## src/rtl/sfr_write_issuer.sv

```systemverilog
// SFR write issuer: buffers CPU direct-address SFR writes in a small FIFO,
// decodes each head entry against a slot table and drives a one-hot write
// strobe plus byte. Bit operations are resolved by read-modify-write, with
// forwarding from the previous issue when it targeted the same slot.
module sfr_write_issuer #(
    parameter int unsigned              NUM_SLOTS  = 4,
    parameter logic [8*NUM_SLOTS-1:0]   SLOT_ADDRS = {8'hB0, 8'hA0, 8'h90, 8'h80},
    parameter int unsigned              FIFO_DEPTH = 2
) (
    input  logic                   i_clk,
    input  logic                   i_rst_n,
    input  logic                   i_req,
    output logic                   o_ready,
    input  logic [7:0]             i_addr,
    input  logic [7:0]             i_data,
    input  logic [1:0]             i_mode,
    input  logic [8*NUM_SLOTS-1:0] i_rd_bus,
    output logic [7:0]             o_byte,
    output logic [NUM_SLOTS-1:0]   o_op,
    output logic                   o_miss,
    output logic                   o_busy
);

    localparam int unsigned   PtrW   = $clog2(FIFO_DEPTH);
    localparam int unsigned   SlotW  = (NUM_SLOTS > 1) ? $clog2(NUM_SLOTS) : 1;
    localparam logic [PtrW:0] CntMax = (PtrW + 1)'(FIFO_DEPTH);
    localparam logic [PtrW:0] CntOne = (PtrW + 1)'(1);
    localparam logic [PtrW-1:0] PtrOne = PtrW'(1);

    typedef enum logic [1:0] {
        ModeByte = 2'b00,
        ModeSet  = 2'b01,
        ModeClr  = 2'b10,
        ModeTgl  = 2'b11
    } mode_e;

    // FIFO entry layout: {addr[7:0], data[7:0], mode[1:0]}
    logic [17:0]          mem [FIFO_DEPTH];
    logic [PtrW-1:0]      wr_ptr_q, rd_ptr_q;
    logic [PtrW:0]        count_q, count_d;
    logic                 push, pop;

    logic [7:0]           head_addr, head_data;
    mode_e                head_mode;
    logic                 hit;
    logic [SlotW-1:0]     slot;
    logic [7:0]           base, bit_mask, new_byte;

    logic [NUM_SLOTS-1:0] op_q;
    logic [7:0]           byte_q;
    logic                 miss_q;

    assign o_ready   = (count_q < CntMax);
    assign push      = i_req & o_ready;
    assign pop       = (count_q != '0);

    assign head_addr = mem[rd_ptr_q][17:10];
    assign head_data = mem[rd_ptr_q][9:2];
    assign head_mode = mode_e'(mem[rd_ptr_q][1:0]);

    // FIFO storage write; contents need no reset since count gates every read
    always_ff @(posedge i_clk) begin
        if (push) begin
            mem[wr_ptr_q] <= {i_addr, i_data, i_mode};
        end
    end

    // Occupancy next-state
    always_comb begin
        count_d = count_q;
        case ({push, pop})
            2'b10:   count_d = count_q + CntOne;
            2'b01:   count_d = count_q - CntOne;
            default: count_d = count_q;
        endcase
    end

    // FIFO pointers and count; pointers wrap naturally as depth is a power of two
    always_ff @(posedge i_clk or negedge i_rst_n) begin
        if (!i_rst_n) begin
            wr_ptr_q <= '0;
            rd_ptr_q <= '0;
            count_q  <= '0;
        end else begin
            if (push) wr_ptr_q <= wr_ptr_q + PtrOne;
            if (pop)  rd_ptr_q <= rd_ptr_q + PtrOne;
            count_q <= count_d;
        end
    end

    // Address decode; scanning downward lets the lowest matching index win
    always_comb begin
        hit  = 1'b0;
        slot = '0;
        for (int i = int'(NUM_SLOTS) - 1; i >= 0; i--) begin
            if (head_addr == SLOT_ADDRS[8*i +: 8]) begin
                hit  = 1'b1;
                slot = SlotW'(i);
            end
        end
    end

    // Read-modify-write value; the register lags the strobe by one edge, so a
    // write issued last cycle to the same slot is taken from o_byte instead
    always_comb begin
        base     = op_q[slot] ? byte_q : i_rd_bus[{slot, 3'b000} +: 8];
        bit_mask = 8'h01 << head_data[2:0];
        new_byte = head_data;
        case (head_mode)
            ModeByte: new_byte = head_data;
            ModeSet:  new_byte = base | bit_mask;
            ModeClr:  new_byte = base & ~bit_mask;
            ModeTgl:  new_byte = base ^ bit_mask;
            default:  new_byte = head_data;
        endcase
    end

    // Issue stage: pop the head every non-empty cycle and register the result
    always_ff @(posedge i_clk or negedge i_rst_n) begin
        if (!i_rst_n) begin
            op_q   <= '0;
            byte_q <= 8'h00;
            miss_q <= 1'b0;
        end else if (pop) begin
            op_q   <= hit ? (NUM_SLOTS'(1) << slot) : '0;
            miss_q <= ~hit;
            if (hit) byte_q <= new_byte;
        end else begin
            op_q   <= '0;
            miss_q <= 1'b0;
        end
    end

    assign o_op   = op_q;
    assign o_byte = byte_q;
    assign o_miss = miss_q;
    assign o_busy = (count_q != '0) | (|op_q) | miss_q;

endmodule
```

## config.mk

```make
export PLATFORM = sky130hd
export DESIGN_NAME = sfr_write_issuer
export DESIGN_NICKNAME = d
export VERILOG_FILES = /design/src/rtl/sfr_write_issuer.sv
export SDC_FILE = /design/constraint.sdc
export NUM_CORES = 1
export LEC_CHECK = 0
export CELL_PAD_IN_SITES_DETAIL_PLACEMENT = 1
export CELL_PAD_IN_SITES_GLOBAL_PLACEMENT = 2
export CORE_ASPECT_RATIO = 1.4
export CORE_MARGIN = 5
export CORE_UTILIZATION = 33
export DETAILED_ROUTE_END_ITERATION = 16
export PLACE_DENSITY = 0.77
export SLEW_MARGIN = 20
export SYNTH_ARGS = -nofsm -noshare
export SYNTH_HDL_FRONTEND = slang
export SYNTH_SLANG_ARGS = --single-unit
```

## constraint.sdc

```tcl
create_clock -name i_clk -period 3.7 [get_ports i_clk]
set_input_delay 0.37 -clock i_clk [delete_from_list [all_inputs] [get_ports i_clk]]
set_output_delay 0.37 -clock i_clk [all_outputs]
set_load 0.01 [all_outputs]
```

* After elaboration in Yosys (flattened, before gate mapping)
Memory sizes are Yosys's and may differ from the RTL's.
Index checks and enable logic that the tools add are counted.
** Operators by class
- Bitwise logic cells :: 8
- Mux-type cells :: 18
- Order comparisons :: 2
- Add/sub/neg operators :: 4
- Shift-type cells :: 3
- Equality and inequality tests :: 9
- Reduce and logical (&&, ||, !) cells :: 5
** Operators by type and width (count)
- equality test 8 bit, second input constant :: 4
- one-hot mux 8 bit (4 select lines) :: 1
- indexed part select 32 x 6 -> 8 bit :: 1
- bitwise AND 8 bit :: 1
- 2-to-1 mux 1 bit :: 8
- 2-to-1 mux 2 bit :: 4
- 2-to-1 mux 4 bit :: 2
- 2-to-1 mux 8 bit :: 1
- inverter 8 bit :: 1
- OR 8 bit :: 1
- << shifter 1 x 3 -> 8 bit, first input constant :: 1
- XOR 8 bit :: 1
- equality test 2 bit, second input constant :: 3
- equality test 2 x 1 -> 1 bit, second input constant :: 2
- one-hot mux 2 bit (2 select lines) :: 1
- nonzero test 2 bit :: 2
- OR reduction 4 bit :: 1
- << shifter 1 x 2 -> 4 bit, first input constant :: 1
- < comparator 2 x 3 -> 1 bit, second input constant :: 1
- adder 1 bit, second input constant :: 2
- adder 2 x 1 -> 2 bit, second input constant :: 1
- binary-select mux 1 bit (select 2 bit) :: 1
- zero test 2 bit :: 1
- < comparator 2 bit, second input constant :: 1
- other kinds (5) :: 6
** Storage, ports and cells
- Output and inout bits :: 15
- RAM bits :: 36
- Memories kept :: 1
- Flip-flop bits (word level) :: 17
** Memory list
- mem :: words 2, width 18, read ports 1, clocked after memory_dff 0, wr ports 1, line 38 : logic [17:0] mem [FIFO_DEPTH];

* Logic depth before layout (Yosys ltp)
Gate-level depths: netlist of the first run.
An unclocked memory read counts as a cell.
- Depth in word-level cells :: 11
- Gate-level depth with buffers :: 13
- Depth with buffers taken out :: 9

* Least setup slack after synthesis of the first run
Ideal clock, no wire load.
- Kind :: reg2reg
- From :: register rd_ptr_q
- To :: register byte_q[6], in the netlist o_byte[6]
- Data required time :: 3.623 ns
- Stages on the path, launching flop included :: 10
- Path slack :: 0.743 ns
- Path buffers :: 2
- Clock period less this slack :: 2.957 ns
- Library setup time :: 0.077 ns
- Data arrival time :: 2.880 ns
- Cell sequence :: dfrtp_1 > mux2i_2 > a211oi_1 > a222oi_1 > buf_4 > buf_12 > mux2_4 > ha_1 > mux4_2 > a21oi_1
** Between the ends
- Word-level cells in the longest chain between the ends :: 11
- Elaborated cells on any way between the ends :: 28
- Classes of those cells :: eq/ne: 7; shift: 2; mux: 12; bitwise: 4; reduce/logical: 2; memory: 1
** RTL lines
- start: declaration :: line 39 : logic [PtrW-1:0] wr_ptr_q, rd_ptr_q;
- start signal: assignment :: line 86 : if (pop) rd_ptr_q <= rd_ptr_q + PtrOne;
- memory read (2 x 18 bit) *
- parallel branches: the longest is 10 deep, another holds indexed part select 32 x 6 -> 8 bit
- end signal: assignment :: line 127 : if (hit) byte_q <= new_byte;
- end: declaration :: line 50 : logic [7:0] byte_q;
Mark *: on every way between the ends. The select of a mux whose other input is x is not followed.
A chain may end at the register's enable or synchronous reset.

* Worst setup path in the final report of the first run
- From :: register rd_ptr_q
- To :: register byte_q[5], in the netlist o_byte[5]
The elaborated chain is that of the path after synthesis.

==> results of run 1 <==
## cell usage in the layout (no fill, tap or decap), drive strengths merged, types with 2 or more instances in the layout
| cell type | count |
|---|---|
| nor2 | 17 |
| or3 | 2 |
| nand2 | 8 |
| mux4 | 8 |
| nor4b | 2 |
| mux2i | 27 |
| clkbuf | 7 |
| a21oi | 12 |
| o22ai | 2 |
| and2 | 2 |
| xnor2 | 5 |
| dfrtp | 17 |
| edfxtp | 36 |
| nor3 | 3 |
| inv | 29 |
| nor2b | 3 |
| nand3 | 3 |
| ha | 17 |
| mux2 | 10 |
| a222oi | 8 |
| clkdlybuf4s50 | 67 |
| buf | 8 |
## cell type report
cell class | instances | area, um2
Clock inverter | 1 | 8.76
Clock buffer | 7 | 133
Tap cell | 105 | 131
Fill cell | 939 | 4750
Timing Repair Buffer | 75 | 731
Multi-Input combinational cell | 136 | 1230
Sequential cell | 53 | 1510
Inverter | 29 | 109
## worst max path at each step
stage          startpoint         to  slack [ns]
2_1_floorplan    rd_ptr_q  o_byte[6]        0.74
3_3_place_gp     rd_ptr_q  o_byte[2]        0.46
3_5_place_dp     rd_ptr_q  o_byte[5]        0.35
4_1_cts          rd_ptr_q  o_byte[5]        0.30
5_1_grt          rd_ptr_q  o_byte[5]        0.06
6_report         rd_ptr_q  o_byte[5]        0.35
## kinds of logic (layout without fill, tap and decap cells)
family / count (synthesis) / count (layout) / share of synthesized area, %
AO/OA/AOI/OAI: 26 / 26 / 6.47
flip-flops: 53 / 53 / 51.9
AND/OR/NAND/NOR: 43 / 43 / 7.33
XOR/XNOR: 5 / 5 / 1.51
multiplexers: 45 / 45 / 19.9
adder cells (fa/ha/maj): 17 / 17 / 7.33
buffers and inverters: 35 / 112 / 5.56
## power breakdown
group / internal [mW] / switching, mW
sequential: 0.780 / 0.0860
combinational: 0.447 / 0.402
clock: 0.253 / 0.200
total: 1.48 / 0.689
## layer usage
| metal | vias to the layer above | routed length, um | global-route usage [%] |
|---|---|---|---|
| li1 | 970 | - | - |
| met1 | 972 | 2660 | 14.7 |
| met2 | 49 | 3350 | 22.4 |
| met3 | 6 | 431 | 2.58 |
| met4 | 0 | 89 | 3.91 |
| met5 | - | 0 | 0 |
## state kept, by name (all words and copies together) (netlist names)
register and flops:
o_byte 8, mem 36, wr_ptr_q 1, rd_ptr_q 1, o_op 4, count_q 2
o_miss 1
## metrics by stage
stage / hold slack (ns) / utilization (%) / total power [mW] / instances
floorplan: 0.0744 / - / 1.43 / 224
global placement: 0.476 / 43.1 / 1.71 / 398
detailed placement: 0.494 / 43.1 / 1.75 / 398
CTS: 0.508 / 44.8 / 2.21 / 406
global route: 0.546 / 44.8 / 2.31 / 406
finish: 0.499 / 44.8 / 2.17 / 406
==> run_results.csv, run 1 <==
group,metric,value,unit
status,outcome,"completed",
global_route,grt_pass1_wl,10400,um
setup_path,path_depth,9,
setup_path,path_cells,"mux2i_1 > nand2b_2 > o22ai_1 > a222oi_1 > buf_4 > mux2_2 > ha_1 > mux4_2 > a21oi_1",
die,rows,40,
logic_synthesis,yosysWarnings,0,
power_and_ir_drop,vdd_ir_drop_max,0.000470,V
clock_network,postCtsResizedCells,0,
sta,fin_skew,0.00938,ns
placement,routabilityCongestion,0.731,
setup_path,required,3.91,ns
setup_path,slowest_delay,0.57,ns
die,start_util,33.7,%
global_route,grt_use_total,12.5,%
logic_synthesis,synth.most_common_cell,"edfxtp_1",
clock_network,cts_tree,"done",
logic_synthesis,synthTopCellsByCount,"36 x edfxtp_1, 29 x inv_1, 25 x mux2i_1",
clock_network,clock_path_buffers,2,
logic_synthesis,ys_ff_latch,53,
placement,dpl_worst_slack,0.347,ns
routing,drt_iter0_markers,82,
sta,worst_slack,0.353,ns
logic_synthesis,synth_top_area_share,37.2,%
global_route,antenna_found_initial,0,
worst_hold_path,whs_endpoint,"wr_ptr_q",
setup_path,reg2reg_to,"o_byte[5]",
setup_path,r2r_start,"rd_ptr_q",
die,io_pins,68,
clock_network,cts_setup_buffers,0,
setup_path,critPathLaunchType,"register",
placement,port_buffers,67,
sta,slew_viol_final,0,
clock_network,insertion_delay,0.29,ns
logic_synthesis,yosys-top-cells-area,"edfxtp_1 37%, dfrtp_1 15%, mux2i_1 8.6%",
worst_hold_path,hold_start,"wr_ptr_q",
placement,place_area,0.00371,mm2
die,die_y,121,um
layout,drive_above_1_share,12.0,%
sta,hold_violations,0,
global_route,grt_max_degree,19,
routing,drt-total-wl,6540,um
logic_synthesis,syn_inst,224,
clock_network,path_clk_slew,0.07,ns
worst_hold_path,whs_path_depth,1,
layout,area_delta_synth_final,32.8,%
placement,dp_hpwl,5150,um
layout,final_nets,370,
sta,relSlewSlack,42.9,%
clock_network,cts-root-buf,"clkbuf_16",
logic_synthesis,netlist_area,0.00290,mm2
clock_network,cts_hold_buffers,0,
die,core,0.00861,mm2
global_route,overflow,0,
layout,antennaDiodeCount,0,
routing,ant_nets,0,
setup_path,path_class,"register to register",
logic_synthesis,ys_seq_area_share,51.9,%
logic_synthesis,async_flop_share,32.1,%
routing,drc,0,
logic_synthesis,yosysUniqueCellTypes,33,
setup_path,end_kind,"register",
sta,maxClockFrequency,0.299,GHz
setup_path,worstRegToRegCells,9,
logic_synthesis,ys.flop_type,"edfxtp_1",
logic_synthesis,syn_nets,294,
die,dieArea,0.0108,mm2
logic_synthesis,synth_area_per_cell,13.0,um2
layout,final_area,0.00385,mm2
routing,vias,1997,
sta,fin_crit_sh,90.4,%
logic_synthesis,synth_edf_count,36,
clock_network,cts_buffers,5,
power_and_ir_drop,power.leakage,1.58,nW
logic_synthesis,synth_top_area_cell,"edfxtp_1",
routing,drtPass1Iterations,4,
sta,tns,0,ns
sta,rsz0062_at_grt,"no",
flow_run,max_cap_violations,0,
worst_hold_path,hp-class,"register to register",
setup_path,r2r_slack,0.35,ns
die,die-width,89.3,um
global_route,first_global_vias,2128,
setup_path,slowest_stage,"dfrtp_1",
clock_network,cts_num_sinks,53,
setup_path,crit_buf_inv,1,
sta,min_period,3.35,ns
power_and_ir_drop,powerDensity,563,mW/mm2
setup_path,cp.arrival,3.56,ns
sta,worst_pin_slew,0.840,ns
setup_path,crit_fanout,16,
routing,wl_per_cell,16.1,um
setup_path,critPathTopFamily,"multiplexers",
clock_network,htree_levels,2,
routing,routed_via_density,4.92,
sta,setup_viol,0,
No activity file was read; power rests on OpenSTA's default activity.
==> run 2: changes to the inputs <==
Settings changed: SLEW_MARGIN 20 to 30.
==> run 2 against run 1 <==
Wire length about the same. Critical path depth did not move. Sequential share of layout area is 0.051 points higher. Clock power about the same. Clock skew about the same. Power about the same. First-iteration DRC count is 1.2% higher. Combinational power is essentially flat. Register-to-register slack hardly changed. Worst hold slack worse by 0.50 ns. Cell area decreased by 0.13%. Cell count unchanged.
==> run_results.csv, run 2 (synthesized netlist as in run 1, its figures left out) <==
group,metric,value,unit
setup_path,required,3.91,ns
clock_network,cts_setup_buffers,0,
clock_network,cts_hold_buffers,0,
routing,ant_nets,0,
clock_network,cts-root-buf,"clkbuf_16",
sta,worst_pin_slew,0.851,ns
setup_path,path_class,"register to register",
global_route,first_global_vias,2128,
die,dieArea,0.0108,mm2
setup_path,path_cells,"mux2i_1 > nand2b_2 > o22ai_1 > a222oi_1 > buf_4 > mux2_2 > ha_1 > mux4_2 > a21oi_1",
clock_network,postCtsResizedCells,0,
sta,relSlewSlack,42.1,%
sta,rsz0062_at_grt,"no",
routing,wl_per_cell,16.1,um
clock_network,cts_tree,"done",
clock_network,path_clk_slew,0.07,ns
setup_path,crit_buf_inv,1,
clock_network,cts_buffers,5,
sta,worst_slack,0.352,ns
routing,drtPass1Iterations,4,
routing,vias,1996,
setup_path,slowest_delay,0.57,ns
clock_network,insertion_delay,0.29,ns
die,rows,40,
layout,antennaDiodeCount,0,
layout,fin_util,44.7,%
layout,final_area,0.00385,mm2
global_route,antenna_found_initial,0,
die,die_y,121,um
sta,tns,0,ns
routing,drc,0,
sta,fin_skew,0.00959,ns
placement,dp_hpwl,5150,um
layout,layout_commonest_cell,"clkdlybuf4s50_1",
sta,setup_viol,0,
sta,hold_violations,0,
power_and_ir_drop,powerDensity,563,mW/mm2
setup_path,end_kind,"register",
global_route,grt_use_total,12.5,%
layout,regMostFlops,"mem",
layout,drive_above_1_share,12.3,%
power_and_ir_drop,vdd_ir_drop_max,0.000469,V
layout,final_nets,370,
global_route,grt_max_degree,19,
setup_path,r2r_slack,0.35,ns
die,io_pins,68,
layout,largest_reg_flops,36,
placement,port_buffers,67,
placement,routabilityCongestion,0.731,
setup_path,slowest_stage,"dfrtp_1",
sta,min_period,3.35,ns
routing,drt-total-wl,6540,um
die,start_util,33.7,%
status,outcome,"completed",
power_and_ir_drop,power.leakage,1.58,nW
global_route,overflow,0,
routing,routed_via_density,4.92,
setup_path,cp.arrival,3.56,ns
sta,fin_crit_sh,90.5,%
clock_network,htree_levels,2,
sta,slew_viol_final,0,
setup_path,critPathLaunchType,"register",
setup_path,critPathTopFamily,"multiplexers",
layout,area_delta_synth_final,32.6,%
worst_hold_path,hp-class,"input pin to asynchronous set/reset pin",
global_route,grt_pass1_wl,10400,um
placement,place_area,0.00371,mm2
die,core,0.00861,mm2
placement,dpl_worst_slack,0.347,ns
clock_network,clock_path_buffers,2,
routing,drt_iter0_markers,83,
layout,layout.cells.most_common_list,"66 x clkdlybuf4s50_1, 36 x edfxtp_1, 29 x inv_1",
flow_run,max_cap_violations,0,
sta,maxClockFrequency,0.299,GHz
setup_path,crit_fanout,16,
clock_network,cts_num_sinks,53,
die,die-width,89.3,um
==> run 2: final timing paths <==
check / to / from / cells after the start
setup / recovery: o_byte[5] / rd_ptr_q / 9
hold / removal: count_q[1] / i_rst_n / 1
setup reg to reg: o_byte[5] / rd_ptr_q / 9
hold reg to reg: wr_ptr_q / wr_ptr_q / 1
max in group asynchronous: o_byte[2] / i_rst_n / 1
min in group i_clk: wr_ptr_q / wr_ptr_q / 1
==> run 2: area by class of cell <==
class / count / area [um2]
clock buffers: 7 / 133
fillers: 939 / 4760
repair buffers: 75 / 726
inverters: 29 / 109
clock inverters: 1 / 8.76
multi-input cells: 136 / 1230
flip-flops and latches: 53 / 1510
well taps: 105 / 131
==> run 2: metrics by stage <==
step / total power, mW / cells / hold WS, ns
floorplan: 1.43 / 224 / 0.0744
global placement: 1.71 / 398 / 0.476
detailed placement: 1.75 / 398 / 0.494
CTS: 2.21 / 406 / 0.508
global route: 2.31 / 406 / 0.0473
finish: 2.17 / 406 / 0.00218
==> run 2: power by group <==
part | internal [mW] | switching (mW) | leakage (nW) | total [mW]
combinational | 0.446 | 0.403 | 0.987 | 0.849
sequential | 0.780 | 0.0860 | 0.523 | 0.866
clock | 0.253 | 0.200 | 0.0681 | 0.453
total | 1.48 | 0.689 | 1.58 | 2.17
==> run 2: per-layer routing <==
| layer | part of all wire, % | global-route usage, % |
|---|---|---|
| met3 | 6.5 | 2.58 |
| met1 | 41 | 14.7 |
| met2 | 51 | 22.4 |
| met5 | 0 | 0 |
| met4 | 1.4 | 3.91 |
